File: src/rtl/pio_osr.sv
// pio_osr: PIO output shift register with MOV/PULL/OUT arbitration and FIFO refill.
// Define PIO_OSR_AUTOPULL_EN to build the autopull (REFILL) behaviour.
module pio_osr (
  input  logic        clk,
  input  logic        reset_n,
  input  logic [31:0] fifo_dout,
  input  logic        fifo_empty,
  output logic        fifo_pull,
  input  logic        shift_right,
  input  logic        autopull,
  input  logic [4:0]  pull_thresh,
  input  logic        pull_req,
  input  logic        pull_block,
  input  logic [31:0] x_in,
  input  logic        out_req,
  input  logic [4:0]  out_bits,
  input  logic        mov_we,
  input  logic [31:0] mov_din,
  output logic [31:0] out_data,
  output logic        done,
  output logic        stall,
  output logic [5:0]  osr_count
);
  typedef enum logic {RUN, REFILL} state_t;
  logic [31:0] r_osr, w_osr_nxt, w_out, w_taken, w_shifted;
  logic [5:0]  r_shift_cnt, w_cnt_nxt, w_n, w_rem;
  logic [6:0]  w_sum;
  logic        w_pull, w_done, w_stall;
  state_t      w_state;

  assign w_n       = {out_bits == 5'd0, out_bits};
  assign w_rem     = 6'd32 - w_n;
  assign w_sum     = {1'b0, r_shift_cnt} + {1'b0, w_n};
  assign w_taken   = shift_right ? (r_osr << w_rem) >> w_rem : r_osr >> w_rem;
  assign w_shifted = shift_right ? r_osr >> w_n : r_osr << w_n;

`ifdef PIO_OSR_AUTOPULL_EN
  logic [5:0] w_thresh;
  assign w_thresh = {pull_thresh == 5'd0, pull_thresh};
  assign w_state  = (autopull && r_shift_cnt >= w_thresh) ? REFILL : RUN;
`else
  logic w_unused;
  assign w_unused = &{1'b0, autopull, pull_thresh};
  assign w_state  = RUN;
`endif

  always_comb begin
    w_osr_nxt = r_osr;
    w_cnt_nxt = r_shift_cnt;
    w_pull    = 1'b0;
    w_done    = 1'b0;
    w_stall   = 1'b0;
    w_out     = '0;
    if (mov_we) begin
      w_osr_nxt = mov_din;
      w_cnt_nxt = '0;
      w_done    = 1'b1;
    end else if (pull_req) begin
      w_pull  = !fifo_empty;
      w_stall = fifo_empty && pull_block;
      w_done  = !w_stall;
      if (!w_stall) begin
        w_osr_nxt = fifo_empty ? x_in : fifo_dout;
        w_cnt_nxt = '0;
      end
    end else if (out_req && w_state == REFILL) begin
      // refill now, the OUT itself retries next cycle against the fresh word
      w_pull  = !fifo_empty;
      w_stall = 1'b1;
      if (!fifo_empty) begin
        w_osr_nxt = fifo_dout;
        w_cnt_nxt = '0;
      end
    end else if (out_req) begin
      w_done    = 1'b1;
      w_out     = w_taken;
      w_osr_nxt = w_shifted;
      w_cnt_nxt = w_sum > 7'd32 ? 6'd32 : w_sum[5:0];
    end
  end

  // outputs are gated so nothing strobes while reset is held
  assign fifo_pull = w_pull & reset_n;
  assign done      = w_done & reset_n;
  assign stall     = w_stall & reset_n;
  assign out_data  = reset_n ? w_out : '0;
  assign osr_count = r_shift_cnt;

  always_ff @(posedge clk or negedge reset_n) begin
    if (!reset_n) begin
      r_osr       <= '0;
      r_shift_cnt <= 6'd32;
    end else begin
      r_osr       <= w_osr_nxt;
      r_shift_cnt <= w_cnt_nxt;
    end
  end
endmodule

File: config.mk
export PLATFORM = sky130hd
export DESIGN_NAME = pio_osr
export DESIGN_NICKNAME = d
export VERILOG_FILES = /design/src/rtl/pio_osr.sv
export SDC_FILE = /design/constraint.sdc
export NUM_CORES = 1
export LEC_CHECK = 0
export CORE_MARGIN = 2
export CORE_UTILIZATION = 35
export CTS_CLUSTER_DIAMETER = 60
export DETAILED_ROUTE_END_ITERATION = 8
export GPL_ROUTABILITY_DRIVEN = 0
export PLACE_DENSITY = 0.53
export SKIP_CTS_REPAIR_TIMING = 1
export SYNTH_ARGS = -nofsm -noshare
export SYNTH_HDL_FRONTEND = slang
export SYNTH_SLANG_ARGS = --single-unit
File: constraint.sdc
create_clock -name clk -period 17.1 [get_ports clk]
set_clock_uncertainty 0.05 [all_clocks]
set_input_delay 3.42 -clock clk [delete_from_list [all_inputs] [get_ports clk]]
set_output_delay 3.42 -clock clk [all_outputs]
set_load 0.05 [all_outputs]
==> results.md, run 1 <==
* Status: complete, but fails checks
* Failing checks: design-rule violations
* Routed wire length at 49.2 mm
* Post-synth top area share at 18.7%
* Routed vias at 12,300
* DRC Markers at 6
* CTS Buffer Depth at 2
* Peak VDD IR at 44.7 uV
* Synth Register Bits at 38
* Share of layout cells above drive strength 1 at 15.8%
* Util after Layout at 41.7%
* Async SR Flop Fraction at 100%
* Critical path arrival at 9.32 ns
* Global-route usage over all layers at 30.8%
* Primary FF master, synth: dfrtp_1
* ANT cells at 0
* Post-synthesis sequential area ratio at 8.98%
* Critical path startpoint category: input pin
* Worst Tran Pin Value at 1.20 ns
* Core box area at 29,700 um^2
* Final setup violation count at 0
* Post-Synthesis Cell Area at 10,600 um^2
* Leakage at 4.57 nW
* Max-Cap Viols at 0
* Max incr delay on CP at 0.87 ns
* Pwr dens at 61.3 nW/um^2
* Synth cell types at 91
* EDFF count, synth at 0
* Initial antenna violation count at 1
* Tot Pwr at 0.759 mW
* Worst path slowest cell: ha_4
* Pins Over Slew Limit at 0
* Area grow syn2layout at 16.9%
* Vias per cell at 6.95
* Root Driver: clkbuf_16
* RSZ-0062 raised after global routing: no
* First-pass DRT Iterations at 9
* Cell taking the most area after synthesis: mux4_2
* Antenna-violating nets left at 0
* Clock Latency Late Sink at 0.30 ns
* CTS clock-pin slew for the worst setup and hold paths at 0.06 ns
* Data required, critical path at 13.63 ns
* Rel. slew slack at 19.0%
* Die height at 178 um
* CTS tree: done
* Place WS at 4.61 ns
* Syn Nets at 1,465
* Final worst path period share at 74.8%
* Tmin final at 12.79 ns
* CP Max Fanout at 49
* Die width at 178 um
* Nets@finish at 1,504
* CTS buffer count at 5
* Most frequent cell on the critical path: mux2i_1
* Crit-path cells: buf_2 > inv_1 > ha_4 > buf_4 > mux2i_1 > mux2i_1 > a22o_1 > a21oi_1 > o21ai_0 > mux2i_1 > a211oi_1 > a31oi_1 > a221oi_1 > clkdlybuf4s50_1
* Hold Path Class: register to register
* Worst Setup Slack, final at 4.31 ns
* Average wire per standard cell at 27.8 um
* Post-Syn Instances at 1,342
* HPWL after DPL at 35.2 mm
* Warnings, synthesis at 0
* H-tree levels at 2
* CTS Sinks at 38
* Drt initial violations at 1,887
* GR Overflow Total at 0
* Die ar. at 31,700 um^2
* Setup CP Type: input pin to output port
* Largest net degree at the start of global routing at 66
* Vias in the first global route at 11,500
* Num rows at 63
* Final Hold Vio Count at 0
* Port bufs at 149
* # fillers at 3,010
* Dominant cells by area after synthesis: mux4_2, mux2i_1, dfrtp_1
* CP Capture Type: output port
* Avg Inst Size Synth at 7.90 um^2
* Io pins at 156
* Initial core utilization at 35.7%
* Setup_tns at 0 ns
* Max Fclk at 78.2 MHz
* First-pass GRT wire length at 74.5 mm
==> cell type report <==
type	count	area, um^2	share of cell area, %
Clock buffer	5	125	1.01
Clock inverter	3	40.0	0.323
Inverter	23	86.3	0.697
Multi-Input combinational cell	1125	8950	72.2
Sequential cell	38	952	7.68
Tap cell	390	488	3.94
Timing Repair Buffer	188	1760	14.2
==> synth_stat cells (all sizes together) (7+ instances only) <==
cell	number
a21oi	83
a22o	10
a221oi	18
o21ai	80
a211oi	43
a222oi	16
and2	10
nand3	23
clkbuf	99
nand2b	13
o32ai	11
o22ai	26
mux2	52
o21a	10
a221o	7
o211ai	17
dfrtp	37
a22oi	14
nor3	27
nor2	173
o221ai	11
mux4	88
mux2i	114
a31oi	13
nand2	116
inv	21
buf	57
a21o	9
a2bb2oi	8
nor2b	12
ha	7
a211o	7
==> through the flow <==
stage	cell area [um^2]	hold slack, ns	cells
3_3_place_gp	12200	0.446	1764
2_1_floorplan	10600	0.487	1342
5_1_grt	12400	0.497	1772
6_report	12400	0.454	1772
4_1_cts	12400	0.462	1772
3_5_place_dp	12200	0.451	1764
==> state kept, by name, indices dropped and copies added, names as in the netlist <==
name / count
osr_count: 6
r_osr: 32
==> worst max-delay path, delay by kind of cell <==
kind,cells,cell delay [ns]
multiplexers,3,1.00
AO/OA/AOI/OAI,6,1.84
adder cells (fa/ha/maj),1,0.87
buffers and inverters,4,2.15
==> per-layer routing <==
layer	vias up	global-route usage, %	wire (um)
met3	156	6.69	5510
met1	5928	42.9	20000
li1	5313	-	-
met4	0	12.5	2310
met5	-	0	0
met2	910	46.3	21400
==> worst paths after layout <==
| kind | start | slack [ns] | cells past startpoint | to |
|---|---|---|---|---|
| min | osr_count[5] | 0.45 | 2 | osr_count[5] |
| min reg2reg | osr_count[5] | 0.45 | 2 | osr_count[5] |
| max reg2reg | r_osr[5] | 14.06 | 9 | r_osr[30] |
| max | out_bits[1] | 4.31 | 14 | out_data[1] |
| max in group asynchronous | reset_n | 13.45 | 2 | r_osr[22] |
| min in group asynchronous | reset_n | 3.16 | 2 | r_osr[9] |
==> layout by cell type, fill, tap and decap left out, types with 9 or more instances in the layout <==
cell | synthesis | final
o32ai_1 | 11 | 11
a221oi_1 | 16 | 16
dfrtp_1 | 37 | 37
nand2_1 | 116 | 116
o211ai_1 | 17 | 17
nor2b_1 | 12 | 12
nand3_1 | 22 | 22
mux2i_1 | 114 | 114
clkdlybuf4s50_1 | 0 | 142
nor2_1 | 172 | 172
a22o_1 | 10 | 10
o221ai_1 | 11 | 11
o21ai_0 | 75 | 75
o21a_1 | 10 | 10
mux4_2 | 88 | 88
a31oi_1 | 13 | 13
a21oi_1 | 83 | 83
nor3_1 | 26 | 26
a21o_1 | 9 | 9
buf_4 | 10 | 39
nand2b_1 | 13 | 13
o22ai_1 | 25 | 25
inv_1 | 20 | 19
a211oi_1 | 43 | 43
a222oi_1 | 16 | 16
and2_1 | 9 | 9
a22oi_1 | 14 | 14
mux2_2 | 50 | 50
==> report_power, final <==
| group | switching (mW) | internal, mW |
|---|---|---|
| sequential | 0.0448 | 0.0988 |
| combinational | 0.295 | 0.213 |
| clock | 0.0405 | 0.0683 |
| total | 0.380 | 0.380 |
==> cells by family (layout without fill, tap and decap cells) <==
kind of cell    Yosys count  after routing  share of synthesized area [%]
compound gates          445            445                           29.8
fa+ha+maj                 8              8                           1.01
simple gates            410            410                           17.3
buf+inv                 179            219                           7.08
flops                    38             38                           8.98
xor+xnor                  8              8                          0.802
mux                     254            254                           35.0
(Power assumes the default switching activity.)
==> inputs of run 2 (changes only) <==
==> constraint.sdc (replaced) <==
create_clock -name clk -period 12.62 [get_ports clk]
set_clock_uncertainty 0.05 [all_clocks]
set_input_delay 2.524 -clock clk [delete_from_list [all_inputs] [get_ports clk]]
set_output_delay 2.524 -clock clk [all_outputs]
set_load 0.05 [all_outputs]
==> results.md, run 2 (synthesis results as in run 1) <==
* Status: complete, but fails checks
* Failing checks: design-rule violations
* Routed vias at 12,400
* Final worst path period share at 90.0%
* R2r setup slk at 9.57 ns
* Average wire per standard cell at 27.8 um
* CTS Sinks at 38
* Clock group share of total power at 13.3%
* Worst Tran Pin Value at 1.20 ns
* Largest register FFs at 32
* CP Max Fanout at 55
* Worst reg2reg startpoint: r_osr[14]
* Rel. slew slack at 18.9%
* Core box area at 29,700 um^2
* Sequential power share at 20.1%
* Vias per cell at 6.98
* Vias in the first global route at 11,500
* Io pins at 156
* Antenna-violating nets left at 0
* Commonest non-fill, non-tap cell in the layout: nor2_1
* Die width at 178 um
* First-pass DRT Iterations at 9
* Drt initial violations at 1,874
* Psw at 0.515 mW
* Leakage at 4.55 nW
* Pins Over Slew Limit at 0
* Setup CP Type: input pin to output port
* Worst hold endpoint: osr_count[5]
* Port bufs at 149
* Die height at 178 um
* Critical path arrival at 8.78 ns
* CTS buffer count at 5
* Data required, critical path at 10.05 ns
* Commonest cells after routing, fill and taps aside: nor2_1, clkdlybuf4s50_1, nand2_1, mux2i_1, mux4_2
* Power share of the combinational group at 66.7%
* Die ar. at 31,700 um^2
* Tmin final at 11.35 ns
* CP Capture Type: output port
* R2R depth at 9
* Num rows at 63
* DRC Markers at 11
* RSZ-0062 raised after global routing: no
* Critical path startpoint category: input pin
* H-tree levels at 2
* Nets@finish at 1,504
* Pwr dens at 81.9 nW/um^2
* Peak VDD IR at 66.8 uV
* Final Hold Vio Count at 0
* Initial core utilization at 35.7%
* Max-Cap Viols at 0
* Global-route usage over all layers at 30.5%
* Tot Pwr at 1.01 mW
* Root Driver: clkbuf_16
* Max Fclk at 88.1 MHz
* Setup_tns at 0 ns
* Area grow syn2layout at 16.8%
* Net Sw Frac at 50.8%
* Largest net degree at the start of global routing at 60
* Initial antenna violation count at 1
* CTS clock-pin slew for the worst setup and hold paths at 0.07 ns
* Critical hold path startpoint: osr_count[5]
* Reg-to-reg endpoint: r_osr[4]
* Internal power at 0.499 mW
* GR Overflow Total at 0
* Biggest register: r_osr
* Clock Latency Late Sink at 0.30 ns
* CTS Buffer Depth at 2
* Hold Path Cell Cnt at 2
* ANT cells at 0
* HPWL after DPL at 35.9 mm
* CTS tree: done
* Hold Path Class: register to register
* Final setup violation count at 0
* Routed wire length at 49.3 mm
* First-pass GRT wire length at 73.4 mm
* Share of layout cells above drive strength 1 at 15.8%
## run 2: worst max path at each step
stage	start	end	slack (ns)	depth (start not counted)
after floorplan	out_bits[0]	out_data[6]	2.14	19
after global placement	out_bits[1]	out_data[6]	1.56	14
after detailed placement	out_bits[1]	out_data[6]	1.54	14
after CTS	out_bits[1]	out_data[6]	1.53	14
after global routing	out_bits[1]	out_data[6]	1.06	14
final	out_bits[1]	out_data[6]	1.27	14
## run 2: final cells by class
class	count	area (um^2)
Clock buffer	6	139
Fill cell	3045	17300
Timing Repair Buffer	188	1760
Sequential cell	38	952
Tap cell	390	488
Clock inverter	2	12.5
Multi-Input combinational cell	1125	8950
Inverter	23	86.3
## run 2: metal layers
metal | global-route usage [%] | vias to the layer above | routed length, um
met2 | 47.0 | 937 | 21700
met1 | 41.3 | 5907 | 19600
met4 | 11.9 | 2 | 2290
met5 | 0 | - | 8
li1 | - | 5343 | -
met3 | 6.97 | 173 | 5690
## run 2: through the flow
| step | area [um^2] | util, % | hold slack (ns) | instances | setup WS (ns) |
|---|---|---|---|---|---|
| finish | 12400 | 41.7 | 0.451 | 1772 | 1.27 |
| global route | 12400 | 41.7 | 0.480 | 1772 | 1.06 |
| CTS | 12400 | 41.7 | 0.457 | 1772 | 1.53 |
| detailed placement | 12200 | 41.2 | 0.447 | 1764 | 1.54 |
| global placement | 12200 | 41.2 | 0.446 | 1764 | 1.56 |
| floorplan | 10600 | - | 0.487 | 1342 | 2.14 |
## run 2: worst max-delay path, cell delays in order
cell             delay (ns)
buf_2                  0.52
inv_1                  0.59
ha_4                   0.90
buf_4                  0.41
mux2_2                 0.40
mux2i_1                0.46
mux2i_1                0.25
a32oi_1                0.31
o21ai_0                0.15
mux2i_1                0.57
o21ai_0                0.24
a221oi_1               0.51
a211oi_1               0.15
clkdlybuf4s50_1        0.73
## run 2: power groups by stage
stage                     Sequential (mW)  Combinational, mW  Clock [mW]
after floorplan                     0.152              0.481           0
after global placement              0.200              0.656           0
after detailed placement            0.200              0.655           0
after CTS                           0.198              0.659       0.139
after global routing                0.201              0.718       0.142
final                               0.203              0.676       0.135
==> variant (settings of run 2) <==
The option `PIO_OSR_AUTOPULL_EN` is turned on by a define.
--- a/src/rtl/pio_osr.sv
+++ b/src/rtl/pio_osr.sv
@@ -1,5 +1,7 @@
 // pio_osr: PIO output shift register with MOV/PULL/OUT arbitration and FIFO refill.
 // Define PIO_OSR_AUTOPULL_EN to build the autopull (REFILL) behaviour.
+`define PIO_OSR_AUTOPULL_EN
+
 module pio_osr (
   input  logic        clk,
   input  logic        reset_n,
Check against the original RTL: not equivalent (Yosys sat finds a counterexample within 4 cycles, from zero or initial values and one cycle with reset_n low).
==> variant against run 2 <==
  * Wire length grew 9.6%
  * Non-clock buffer count shrank 7
  * Sequential share of layout area down 0.45 points
  * Power is 9.5% higher
  * Sequential cell count unchanged
  * Worst setup slack improved by 0.56 ns
  * Fmax is 5.2% higher
  * Area after synthesis is 7.7% higher
  * Final area increased by 6.2%
  * Clock power up 24%
  * Synthesized cell count increased by 7.7%
  * Critical endpoint unchanged
==> variant: results (changes against run 2) <==
* Outcome: completed
* Initial antenna violation count at 2 (+1)
* Synth cell types at 98 (+7.7%)
* Min Hold Slack at 0.5530 ns (+0.1023 ns)
* First-pass GRT wire length at 80080 um (+9.1%)
* Vias in the first global route at 12320 (+7.5%)
* Cell Area, Placed at 12950 um^2 (+5.9%)
* Global routing usage on met2 at 0.4734 (+0.003745)
* Worst path max stage delay at 1.04 ns (+0.14 ns)
* Worst r2r dst: r_osr[20]$_DFFE_PN0P_
* Synth area leaders: mux4_2 18%, mux2i_1 11%, dfrtp_1 8.1%, mux2_2 5.3%, nor2_1 5.1%
* Seq/Total Area, Yosys at 0.08334 (-0.006451)
* Clk slew on worst S/H paths at 0.05 ns (-0.02 ns)
* Period utilization at 0.8552 (-0.04435)
* Leak at 4.838 nW (+6.2%)
* Routing usage on met3 at 0.06046 (-0.009231)
* Via Count at 13250 (+7.2%)
* Met1 Use GR at 0.4297 (+0.01643)
* Commonest cells post-synth: 154 x nor2_1, 120 x mux2i_1, 120 x nand2_1
* Maximum number of pins on one net before global-route repair at 77 (+28%)
* DRT met1 WL at 21560 um (+10%)
* Average wire per standard cell at 28.38 um (+2.0%)
* First DRT Iteration DRCs at 2259 (+21%)
* Skew-Pair Late Insertion Delay at 0.28 ns (-0.02 ns)
* Reg-to-Reg Start: osr_count[0]$_DFFE_PN0P_
* CP startpoint: out_bits[0]
* Critical path peak fanout at 76 (+38%)
* Peak supply drop at 55.37 uV (-17%)
* Met2 wire length at 23320 um (+7.3%)
* Synth Instances at 1446 (+7.7%)
* Gr usage total at 0.3093 (+0.004495)
* FF-to-FF setup slack at 9.01 ns (-0.56 ns)
* WL met3 at 6635 um (+17%)
* Placed Cells at 1895 (+7.4%)
* Worst reg-to-reg path cell count at 12 (+3)
* DP Worst Slack at 1.960 ns (+0.4232 ns)
[variant: cell count changes in the layout (fill, tap and decap cells not counted), moves of 7 or more]
cell	change
a211oi_1	-24
nand3_1	+22
a21oi_1	+20
nor2_1	-19
nor3_1	+18
a222oi_1	-14
o2bb2ai_1	+13
buf_4	-12
a221oi_1	-10
inv_1	+10
a31oi_1	+8
nand2b_1	-7
o211ai_1	+7
[variant: cell type report]
class | instances | area, um^2
Tap cell | 442 | 553.0
Clock buffer | 6 | 138.9
Inverter | 30 | 112.6
Clock inverter | 2 | 60.06
Multi-Input combinational cell | 1204 | 9619
Sequential cell | 38 | 952.2
Fill cell | 3390 | 19220
Timing Repair Buffer | 181 | 1710
[variant: how the worst min path moves through the flow]
stage               cells after the start                  endpoint                startpoint
global placement                        1  osr_count[4]$_DFFE_PN0P_  osr_count[4]$_DFFE_PN0P_
finish                                  1  osr_count[2]$_DFFE_PN0P_  osr_count[2]$_DFFE_PN0P_
global route                            1  osr_count[2]$_DFFE_PN0P_  osr_count[2]$_DFFE_PN0P_
CTS                                     1  osr_count[2]$_DFFE_PN0P_  osr_count[2]$_DFFE_PN0P_
detailed placement                      1  osr_count[2]$_DFFE_PN0P_  osr_count[2]$_DFFE_PN0P_
floorplan                               2  osr_count[5]$_DFFE_PN1P_  osr_count[5]$_DFFE_PN1P_
[variant: cell families after synthesis]
kind of cell	Yosys count	share of synthesized area
mux	270	0.3475
xor+xnor	7	0.006681
compound gates	474	0.2898
simple gates	439	0.1779
flops	38	0.08334
buf+inv	204	0.07907
fa+ha+maj	14	0.01577
[variant: power breakdown]
| part | total (W) | switching, W | internal (W) |
|---|---|---|---|
| Clock | 0.000168 | 0.0000492 | 0.000119 |
| Sequential | 0.000222 | 0.0000877 | 0.000134 |
| Combinational | 0.000721 | 0.000416 | 0.000304 |
